File: config.mk
export PLATFORM = sky130hd
export DESIGN_NAME = waveform_monitor
export DESIGN_NICKNAME = d
export VERILOG_FILES = /design/src/rtl/waveform_monitor.sv
export SDC_FILE = /design/constraint.sdc
export NUM_CORES = 1
export LEC_CHECK = 0
export CORE_MARGIN = 4
export CORE_UTILIZATION = 35
export CTS_BUF_LIST = sky130_fd_sc_hd__clkbuf_2 sky130_fd_sc_hd__clkbuf_4 sky130_fd_sc_hd__clkbuf_8
export CTS_CLUSTER_SIZE = 40
export DETAILED_ROUTE_END_ITERATION = 8
export GPL_TIMING_DRIVEN = 0
export HOLD_SLACK_MARGIN = 0.15
export PLACE_DENSITY = 0.55
export SLEW_MARGIN = 15
export SYNTH_ARGS = -nofsm -noshare
export SYNTH_HDL_FRONTEND = slang
export SYNTH_SLANG_ARGS = --single-unit
File: constraint.sdc
create_clock -name clk_i -period 2.8 [get_ports clk_i]
set_input_delay 0.56 -clock clk_i [delete_from_list [all_inputs] [get_ports clk_i]]
set_output_delay 0.56 -clock clk_i [all_outputs]
set_load 0.03 [all_outputs]
File: src/rtl/waveform_monitor.sv
// waveform_monitor
//   Measures one period of an 8-bit signed sample stream between two rising
//   zero crossings. It reports min, max, peak-to-peak and the period in
//   samples, together with a one-cycle result strobe.
//
// Ports
//   clk_i                  clock
//   rst_i                  asynchronous active-high reset
//   data_i [7:0]           signed sample
//   data_valid_strobe_i    qualifies data_i for one cycle
//   start_strobe_i         begin / restart a measurement (any state)
//   busy_o                 measurement in progress (ARMED or MEASURE)
//   result_valid_strobe_o  one-cycle pulse when the result outputs update
//   min_o [7:0]            signed minimum over the measured period
//   max_o [7:0]            signed maximum over the measured period
//   p2p_o [8:0]            unsigned max_o - min_o
//   period_o               period in samples, all-ones on timeout
//   timeout_o              last result ended by counter saturation
module waveform_monitor #(
  parameter int PERIOD_WIDTH = 16
) (
  input  logic                    clk_i,
  input  logic                    rst_i,
  input  logic [7:0]              data_i,
  input  logic                    data_valid_strobe_i,
  input  logic                    start_strobe_i,
  output logic                    busy_o,
  output logic                    result_valid_strobe_o,
  output logic [7:0]              min_o,
  output logic [7:0]              max_o,
  output logic [8:0]              p2p_o,
  output logic [PERIOD_WIDTH-1:0] period_o,
  output logic                    timeout_o
);

  typedef enum logic [1:0] {
    IDLE,
    ARMED,
    MEASURE
  } state_t;

  localparam logic [PERIOD_WIDTH-1:0] COUNT_MAX = {PERIOD_WIDTH{1'b1}};

  state_t state, state_next;

  logic signed [7:0]       sample;
  logic signed [7:0]       prev_sample;
  logic                    prev_valid;
  logic signed [7:0]       run_min;
  logic signed [7:0]       run_max;
  logic [PERIOD_WIDTH-1:0] counter;
  logic [8:0]              run_p2p;

  logic accept;
  logic crossing;
  logic saturated;
  logic finish;
  logic finish_timeout;

  assign sample = data_i;

  // A sample that arrives together with start belongs to the old measurement
  // and is dropped. Samples in IDLE are ignored.
  assign accept = data_valid_strobe_i && !start_strobe_i && (state != IDLE);

  // Rising crossing: previous accepted sample negative, current non-negative.
  assign crossing  = prev_valid && prev_sample[7] && !sample[7];
  assign saturated = (counter == COUNT_MAX);

  // Sign-extend both operands to 9 bits. run_max >= run_min whenever this
  // value is published, so the result always fits 0..255.
  assign run_p2p = {run_max[7], run_max} - {run_min[7], run_min};

  assign busy_o = (state != IDLE);

  // State register.
  always_ff @(posedge clk_i or posedge rst_i) begin
    if (rst_i) begin
      state <= IDLE;
    end else begin
      state <= state_next;
    end
  end

  // Next-state decode. Saturation takes priority over a crossing, so a
  // saturated counter always ends the measurement on the next sample.
  always_comb begin
    state_next     = state;
    finish         = 1'b0;
    finish_timeout = 1'b0;
    if (start_strobe_i) begin
      state_next = ARMED;
    end else if (accept) begin
      case (state)
        ARMED: begin
          if (saturated) begin
            state_next     = IDLE;
            finish         = 1'b1;
            finish_timeout = 1'b1;
          end else if (crossing) begin
            state_next = MEASURE;
          end
        end
        MEASURE: begin
          if (saturated) begin
            state_next     = IDLE;
            finish         = 1'b1;
            finish_timeout = 1'b1;
          end else if (crossing) begin
            state_next = IDLE;
            finish     = 1'b1;
          end
        end
        default: begin
          state_next = state;
        end
      endcase
    end
  end

  // Running accumulators and published results.
  always_ff @(posedge clk_i or posedge rst_i) begin
    if (rst_i) begin
      prev_sample           <= '0;
      prev_valid            <= 1'b0;
      run_min               <= '0;
      run_max               <= '0;
      counter               <= '0;
      result_valid_strobe_o <= 1'b0;
      min_o                 <= '0;
      max_o                 <= '0;
      p2p_o                 <= '0;
      period_o              <= '0;
      timeout_o             <= 1'b0;
    end else begin
      result_valid_strobe_o <= finish;
      if (start_strobe_i) begin
        prev_valid <= 1'b0;
        counter    <= '0;
        run_min    <= 8'sd127;
        run_max    <= -8'sd128;
      end else if (accept) begin
        prev_sample <= sample;
        prev_valid  <= 1'b1;
        if (finish) begin
          timeout_o <= finish_timeout;
          period_o  <= finish_timeout ? COUNT_MAX : counter + 1'b1;
          // No period was ever entered when timing out while still armed.
          if (state == ARMED) begin
            min_o <= '0;
            max_o <= '0;
            p2p_o <= '0;
          end else begin
            min_o <= run_min;
            max_o <= run_max;
            p2p_o <= run_p2p;
          end
        end else if ((state == ARMED) && crossing) begin
          // The crossing sample is the first sample of the measured period.
          counter <= '0;
          run_min <= sample;
          run_max <= sample;
        end else begin
          counter <= counter + 1'b1;
          if (state == MEASURE) begin
            if (sample < run_min) begin
              run_min <= sample;
            end
            if (sample > run_max) begin
              run_max <= sample;
            end
          end
        end
      end
    end
  end

endmodule

==> impl_metrics.csv, run 1 <==
group,metric,value,unit
outcome,status,"finished, final reports clean",
synth,postSynth.asyncResetShare,100,%
cts,cts_tree,"built",
floorplan,die-width,121,um
route,routed-via-count,3536,
floorplan,die_ht,121,um
sta,slew_headroom,36.7,%
pwr,static-leakage-power,2.47,nW
layout,share_of_layout_cells_above_drive_strength_1,8.98,%
worst_setup_path,critPathRequiredTime,3.03,ns
route,post-route-drc-count,0,
floorplan,top_level_ports,56,
sta,final-max-slew-violation-count,0,
sta,setup_ws,0.168,ns
worst_setup_path,worst_r2r_endpoint,"p2p_o[8]",
route,first_iter_violations,250,
sta,rsz_0062_raised_after_global_routing,"false",
cts,cts_bufs_inserted,9,
sta,max_freq,380,MHz
layout,layout_common_cells,"dfrtp_1 (79), clkdlybuf4s50_1 (54), o31ai_1 (41)",
place,numPlacedInstances,661,
cts,htree_num_levels,3,
place,place.gp.congestion,0.817,
grt,grt_pass1_wl,18.3,mm
sta,final_hold_viol_count,0,
floorplan,floorplan.die_area,14500,um2
worst_setup_path,setup.worst_path.start_class,"input port",
job,drv.max_cap_violation_count,0,
pwr,finalPower,2.94,mW
synth,avgSynthCellArea,10.1,um2
pwr,ir_worst_vdd,0.239,mV
min_path,hold_path_startpoint,"min_o[5]",
grt,number_of_global_route_vias_before_repair,3499,
layout,nets,547,
sta,report.final.setup_viol,0,
place,port_buffers,54,
synth,synth_cells,438,
place,dp_worst_setup_slack,-0.274,ns
grt,grt_antenna_before_repair,0,
route,wl_per_cell,16.3,um
floorplan,area_of_the_placeable_core,12200,um2
route,viasPerCell,5.20,
synth,yosysWarningCount,0,
sta,final.period_utilization,94.0,%
route,detail_route.wirelength,11.1,mm
synth,synth_nets,478,
worst_setup_path,timing.critical_path.to,"counter[8]",
grt,grt.total_usage,15.8,%
synth,dominantRegCellSynth,"dfrtp_1",
cts,clock_latency,0.36,ns
synth,synth.lib_cells_used.distinct,56,
grt,grt_start_max_net_pins,44,
floorplan,fp-row-count,40,
sta,finalClockSkew,0.00791,ns
worst_setup_path,cp_max_fo,10,
place,post-dp-hpwl,8.21,mm
worst_setup_path,worst_ep_arrival_time,2.86,ns
worst_setup_path,path_class,"in -> reg",
synth,synth-seq-cells,79,
pwr,power.density,533,nW/um2
min_path,whs_path_depth,2,
synth,count_of_flip_flops_with_a_built_in_enable_after_synthesis,0,
worst_setup_path,timing.critical_path.from,"data_i[7]",
layout,area_growth,24.2,%
layout,layout.cells.non_filler,680,
synth,mapped_cell_area,4440,um2
worst_setup_path,rr_startpoint,"counter[0]",
layout,antenna_diode_count,0,
cts,numClockSinks,79,
layout,final_common_cell,"dfrtp_1",
cts,cts_hold_buffers,0,
route,remaining_number_of_nets_flagged_by_the_antenna_check_after_routing,0,
grt,grt_overflow,0,
cts,cts-root-to-sink-buffers,2,
route,first_pass_iteration_count_of_the_detailed_router,4,
worst_setup_path,reg2reg_depth,8,
sta,final_period_demand_of_the_worst_path,2.63,ns
cts,clk_pin_slew,0.08,ns
worst_setup_path,cp-end-kind,"register",
floorplan,initial_utilization,36.3,%
synth,post_synthesis_sequential_area_ratio,44.6,%
cts,root_buffer,"clkbuf_8",
min_path,path_class_of_the_lowest_slack_min_delay_path,"reg -> reg",
layout,nFillCells,1217,
sta,tightest_slew,0.941,ns
worst_setup_path,reg2reg_slack,0.28,ns
worst min-delay path by stage:
stage | slack, ns | to
after floorplan | 0.47 | prev_valid
after global placement | 0.50 | min_o[5]
after detailed placement | 0.50 | min_o[5]
after CTS | 0.51 | min_o[5]
after global routing | 0.55 | max_o[4]
final | 0.51 | min_o[5]
timing repair:
action	4_1_cts	5_1_grt
setup endpoints to repair	0	36
setup buffers	0	3
resized for setup	0	2
synth_stat cells, types with 6 or more instances:
cell type	count	share of area [%]
nand4_1	8	1.1
xor2_1	9	1.8
nor2_1	25	2.1
clkbuf_1	15	1.3
inv_1	32	2.7
ha_1	27	7.6
nand3_1	10	1.1
o21ai_0	39	4.4
a21oi_1	9	1.0
nor3_1	6	0.68
mux2i_1	16	3.6
a2bb2oi_1	17	3.4
o31ai_1	41	6.9
nand2_1	12	1.0
xnor2_1	10	2.0
nand2b_1	15	2.1
dfrtp_1	79	45
flip-flops by register name, indices dropped and copies added (netlist names), 2 cells and up:
name and flops:
counter 16, run_max 8, max_o 8, p2p_o 9, state 2, run_min 8, period_o 16, min_o 8
per-stage QoR:
stage / util [%] / TNS [ns] / hold slack, ns / area (um2)
4_1_cts: 44.9 / 0 / 0.515 / 5480
3_5_place_dp: 42.7 / -8.62 / 0.497 / 5220
3_3_place_gp: 42.5 / -96.81 / 0.496 / 5190
2_1_floorplan: - / 0 / 0.474 / 4440
6_report: 45.1 / 0 / 0.507 / 5510
5_1_grt: 45.1 / 0 / 0.552 / 5510
cell families (layout without fill, tap and decap cells):
kind of cell	after synthesis	after routing	synth area share, %
AOI/OAI and AO/OA	135	135	21.4
and+or+nand+nor	100	100	12.3
DFF	79	79	44.6
buffers and inverters	59	133	5.78
adders and majority gates	28	28	8.07
xor gates and xnor gates	19	19	3.75
muxes	18	18	4.12
worst max-delay path, stage by stage:
cell             delay, ns
clkdlybuf4s50_1       0.55
and4b_1               0.39
or2_2                 0.13
clkbuf_1              0.33
clkbuf_1              0.44
nor2_1                0.11
o31ai_1               0.22
o21ai_0               0.13
metal layers:
layer	track usage, %	up-vias	part of all wire [%]	wire length, um
met2	22.5	71	43	4710
met4	5.10	0	1.5	166
met1	24.2	1714	52	5710
met3	2.81	10	4.3	478
met5	0	-	0	0
li1	-	1741	-	-
power breakdown:
part / internal (mW) / switching [mW]
Combinational: 0.224 / 0.350
Clock: 0.691 / 0.451
Sequential: 1.19 / 0.0305
Total: 2.11 / 0.831
final cells by class:
class / instances / area [um2] / share of cell area (%)
Buffer: 26 / 130 / 2.36
Inverter: 33 / 129 / 2.34
Clock buffer: 10 / 131 / 2.38
Clock inverter: 6 / 133 / 2.41
Timing Repair Buffer: 58 / 591 / 10.7
Multi-Input combinational cell: 300 / 2210 / 40.1
Sequential cell: 79 / 1980 / 35.9
Tap cell: 168 / 210 / 3.81
No activity file was read; power rests on OpenSTA's default activity.
==> run 2: changes to the inputs <==
--- a/config.mk
+++ b/config.mk
@@ -8,11 +8,13 @@
 export CORE_MARGIN = 4
 export CORE_UTILIZATION = 35
 export CTS_BUF_LIST = sky130_fd_sc_hd__clkbuf_2 sky130_fd_sc_hd__clkbuf_4 sky130_fd_sc_hd__clkbuf_8
+export CTS_CLUSTER_DIAMETER = 40
 export CTS_CLUSTER_SIZE = 40
 export DETAILED_ROUTE_END_ITERATION = 8
 export GPL_TIMING_DRIVEN = 0
 export HOLD_SLACK_MARGIN = 0.15
 export PLACE_DENSITY = 0.55
+export SETUP_SLACK_MARGIN = 0.3
 export SLEW_MARGIN = 15
 export SYNTH_ARGS = -nofsm -noshare
 export SYNTH_HDL_FRONTEND = slang
==> run 2 against run 1 <==
Worst setup slack improved by 0.28 ns; via count about the same; largest cell class unchanged; register-to-register slack better by 0.22 ns; clock skew is 0.0016 ns lower; global-route usage rose by 0.62 points.
==> impl_metrics.csv, run 2 (synthesis results as in run 1) <==
group,metric,value,unit
place,place.gp.congestion,0.821,
worst_setup_path,setup.worst_path.start_class,"input port",
floorplan,area_of_the_placeable_core,12200,um2
sta,slew_headroom,42.0,%
layout,layout_common_cells,"dfrtp_1 (79), clkdlybuf4s50_1 (54), o31ai_1 (41)",
grt,grt.total_usage,16.5,%
layout,post-route-util,45.3,%
layout,largestRegisters,"counter (16), period_o (16), p2p_o (9)",
min_path,path_class_of_the_lowest_slack_min_delay_path,"reg -> reg",
sta,hold_slack_final,0.512,ns
pwr,power.combinational.fraction,21.9,%
place,dp_worst_setup_slack,-0.239,ns
pwr,internal_power,1.93,mW
route,wl_per_cell,16.4,um
grt,grt_pass1_wl,19.0,mm
sta,tightest_slew,0.861,ns
sta,setup-tns-final,0,ns
cts,clk_pin_slew,0.08,ns
pwr,power.density,500,nW/um2
place,numPlacedInstances,662,
floorplan,die_ht,121,um
worst_setup_path,path_class,"in -> reg",
worst_setup_path,worst_r2r_endpoint,"p2p_o[8]",
cts,cts-root-to-sink-buffers,2,
grt,grt_start_max_net_pins,36,
layout,share_of_layout_cells_above_drive_strength_1,10.7,%
route,first_iter_violations,216,
sta,final-max-slew-violation-count,0,
pwr,clockPowerShare,33.8,%
layout,nets,548,
sta,finalClockSkew,0.00631,ns
cts,htree_num_levels,3,
pwr,ir_worst_vdd,0.177,mV
floorplan,floorplan.die_area,14500,um2
worst_setup_path,worst_ep_arrival_time,2.60,ns
route,detail_route.wirelength,11.1,mm
pwr,switching_share,30.3,%
floorplan,fp-row-count,40,
min_path,whs_path_depth,2,
worst_setup_path,cp-end-kind,"register",
cts,root_buffer,"clkbuf_8",
layout,area_growth,24.7,%
worst_setup_path,cp_max_fo,8,
route,first_pass_iteration_count_of_the_detailed_router,4,
layout,nFillCells,1215,
floorplan,top_level_ports,56,
pwr,static-leakage-power,2.47,nW
sta,final_hold_viol_count,0,
job,drv.max_cap_violation_count,0,
worst_setup_path,critPathRequiredTime,3.05,ns
min_path,hold_path_startpoint,"min_o[4]",
grt,number_of_global_route_vias_before_repair,3617,
grt,grt_overflow,0,
layout,antenna_diode_count,0,
layout,layout.cell_area.non_filler,5530,um2
sta,setup_ws,0.444,ns
place,post-dp-hpwl,8.35,mm
layout,final_common_cell,"dfrtp_1",
pwr,seqPwrFrac,44.2,%
cts,cts_bufs_inserted,9,
cts,clock_latency,0.36,ns
worst_setup_path,reg2reg_depth,8,
place,port_buffers,54,
sta,max_freq,424,MHz
place,placed_area,5230,um2
layout,layout.cells.non_filler,680,
cts,numClockSinks,79,
pwr,finalPower,2.77,mW
outcome,status,"finished, final reports clean",
pwr,power.net_switching,0.839,mW
cts,cts_hold_buffers,0,
worst_setup_path,rr_startpoint,"counter[0]",
floorplan,die-width,121,um
sta,final_period_demand_of_the_worst_path,2.36,ns
sta,rsz_0062_raised_after_global_routing,"false",
grt,grt_antenna_before_repair,0,
floorplan,initial_utilization,36.3,%
worst_setup_path,reg2reg_slack,0.50,ns
min_path,min_to,"min_o[4]",
route,routed-via-count,3533,
sta,report.final.setup_viol,0,
route,remaining_number_of_nets_flagged_by_the_antenna_check_after_routing,0,
route,post-route-drc-count,0,
sta,final.period_utilization,84.1,%
route,viasPerCell,5.20,
cts,cts_tree,"built",
## run 2: cell type report
| class | instances | area, um2 | share of cell area (%) |
|---|---|---|---|
| multi-input cells | 300 | 2250 | 40.7 |
| inverters | 33 | 130 | 2.35 |
| flip-flops and latches | 79 | 1980 | 35.7 |
| clock buffers | 9 | 124 | 2.24 |
| clock inverters | 6 | 86.3 | 1.56 |
| plain buffers | 26 | 139 | 2.51 |
| repair buffers | 59 | 616 | 11.1 |
| well taps | 168 | 210 | 3.80 |
## run 2: worst max path at each step
stage	startpoint	to	slack, ns
4_1_cts	data_valid_strobe_i	period_o[2]	0.30
6_report	data_i[7]	run_max[1]	0.44
5_1_grt	data_i[7]	run_max[4]	0.30
2_1_floorplan	data_i[5]	run_min[0]	0.68
3_5_place_dp	data_valid_strobe_i	counter[13]	-0.24
3_3_place_gp	data_valid_strobe_i	period_o[1]	-0.22
## run 2: repair_timing
action,in CTS,in global routing
pin swaps,1,1
resized for setup,6,14
setup buffers,2,1
endpoints found under the setup margin,43,59
## run 2: metal layers
layer	track usage [%]	vias up	routed length, um
met5	0	-	0
met4	6.16	0	196
met3	2.25	13	456
met2	23.4	64	4800
met1	25.3	1712	5700
li1	-	1744	-
## run 2: power by group through the flow
stage	sequential (mW)	clock, mW	combinational (mW)
floorplan	1.24	0	0.412
finish	1.22	0.936	0.606
global placement	1.24	0	0.555
global route	1.23	1.01	0.681
CTS	1.22	0.959	0.593
detailed placement	1.25	0	0.577
## run 2: critical path, cell delays in order
cell	delay, ns
clkdlybuf4s50_1	0.54
ha_1	0.39
nand4_1	0.15
a211o_1	0.25
a31oi_1	0.29
o211ai_4	0.13
buf_12	0.17
mux2i_1	0.11
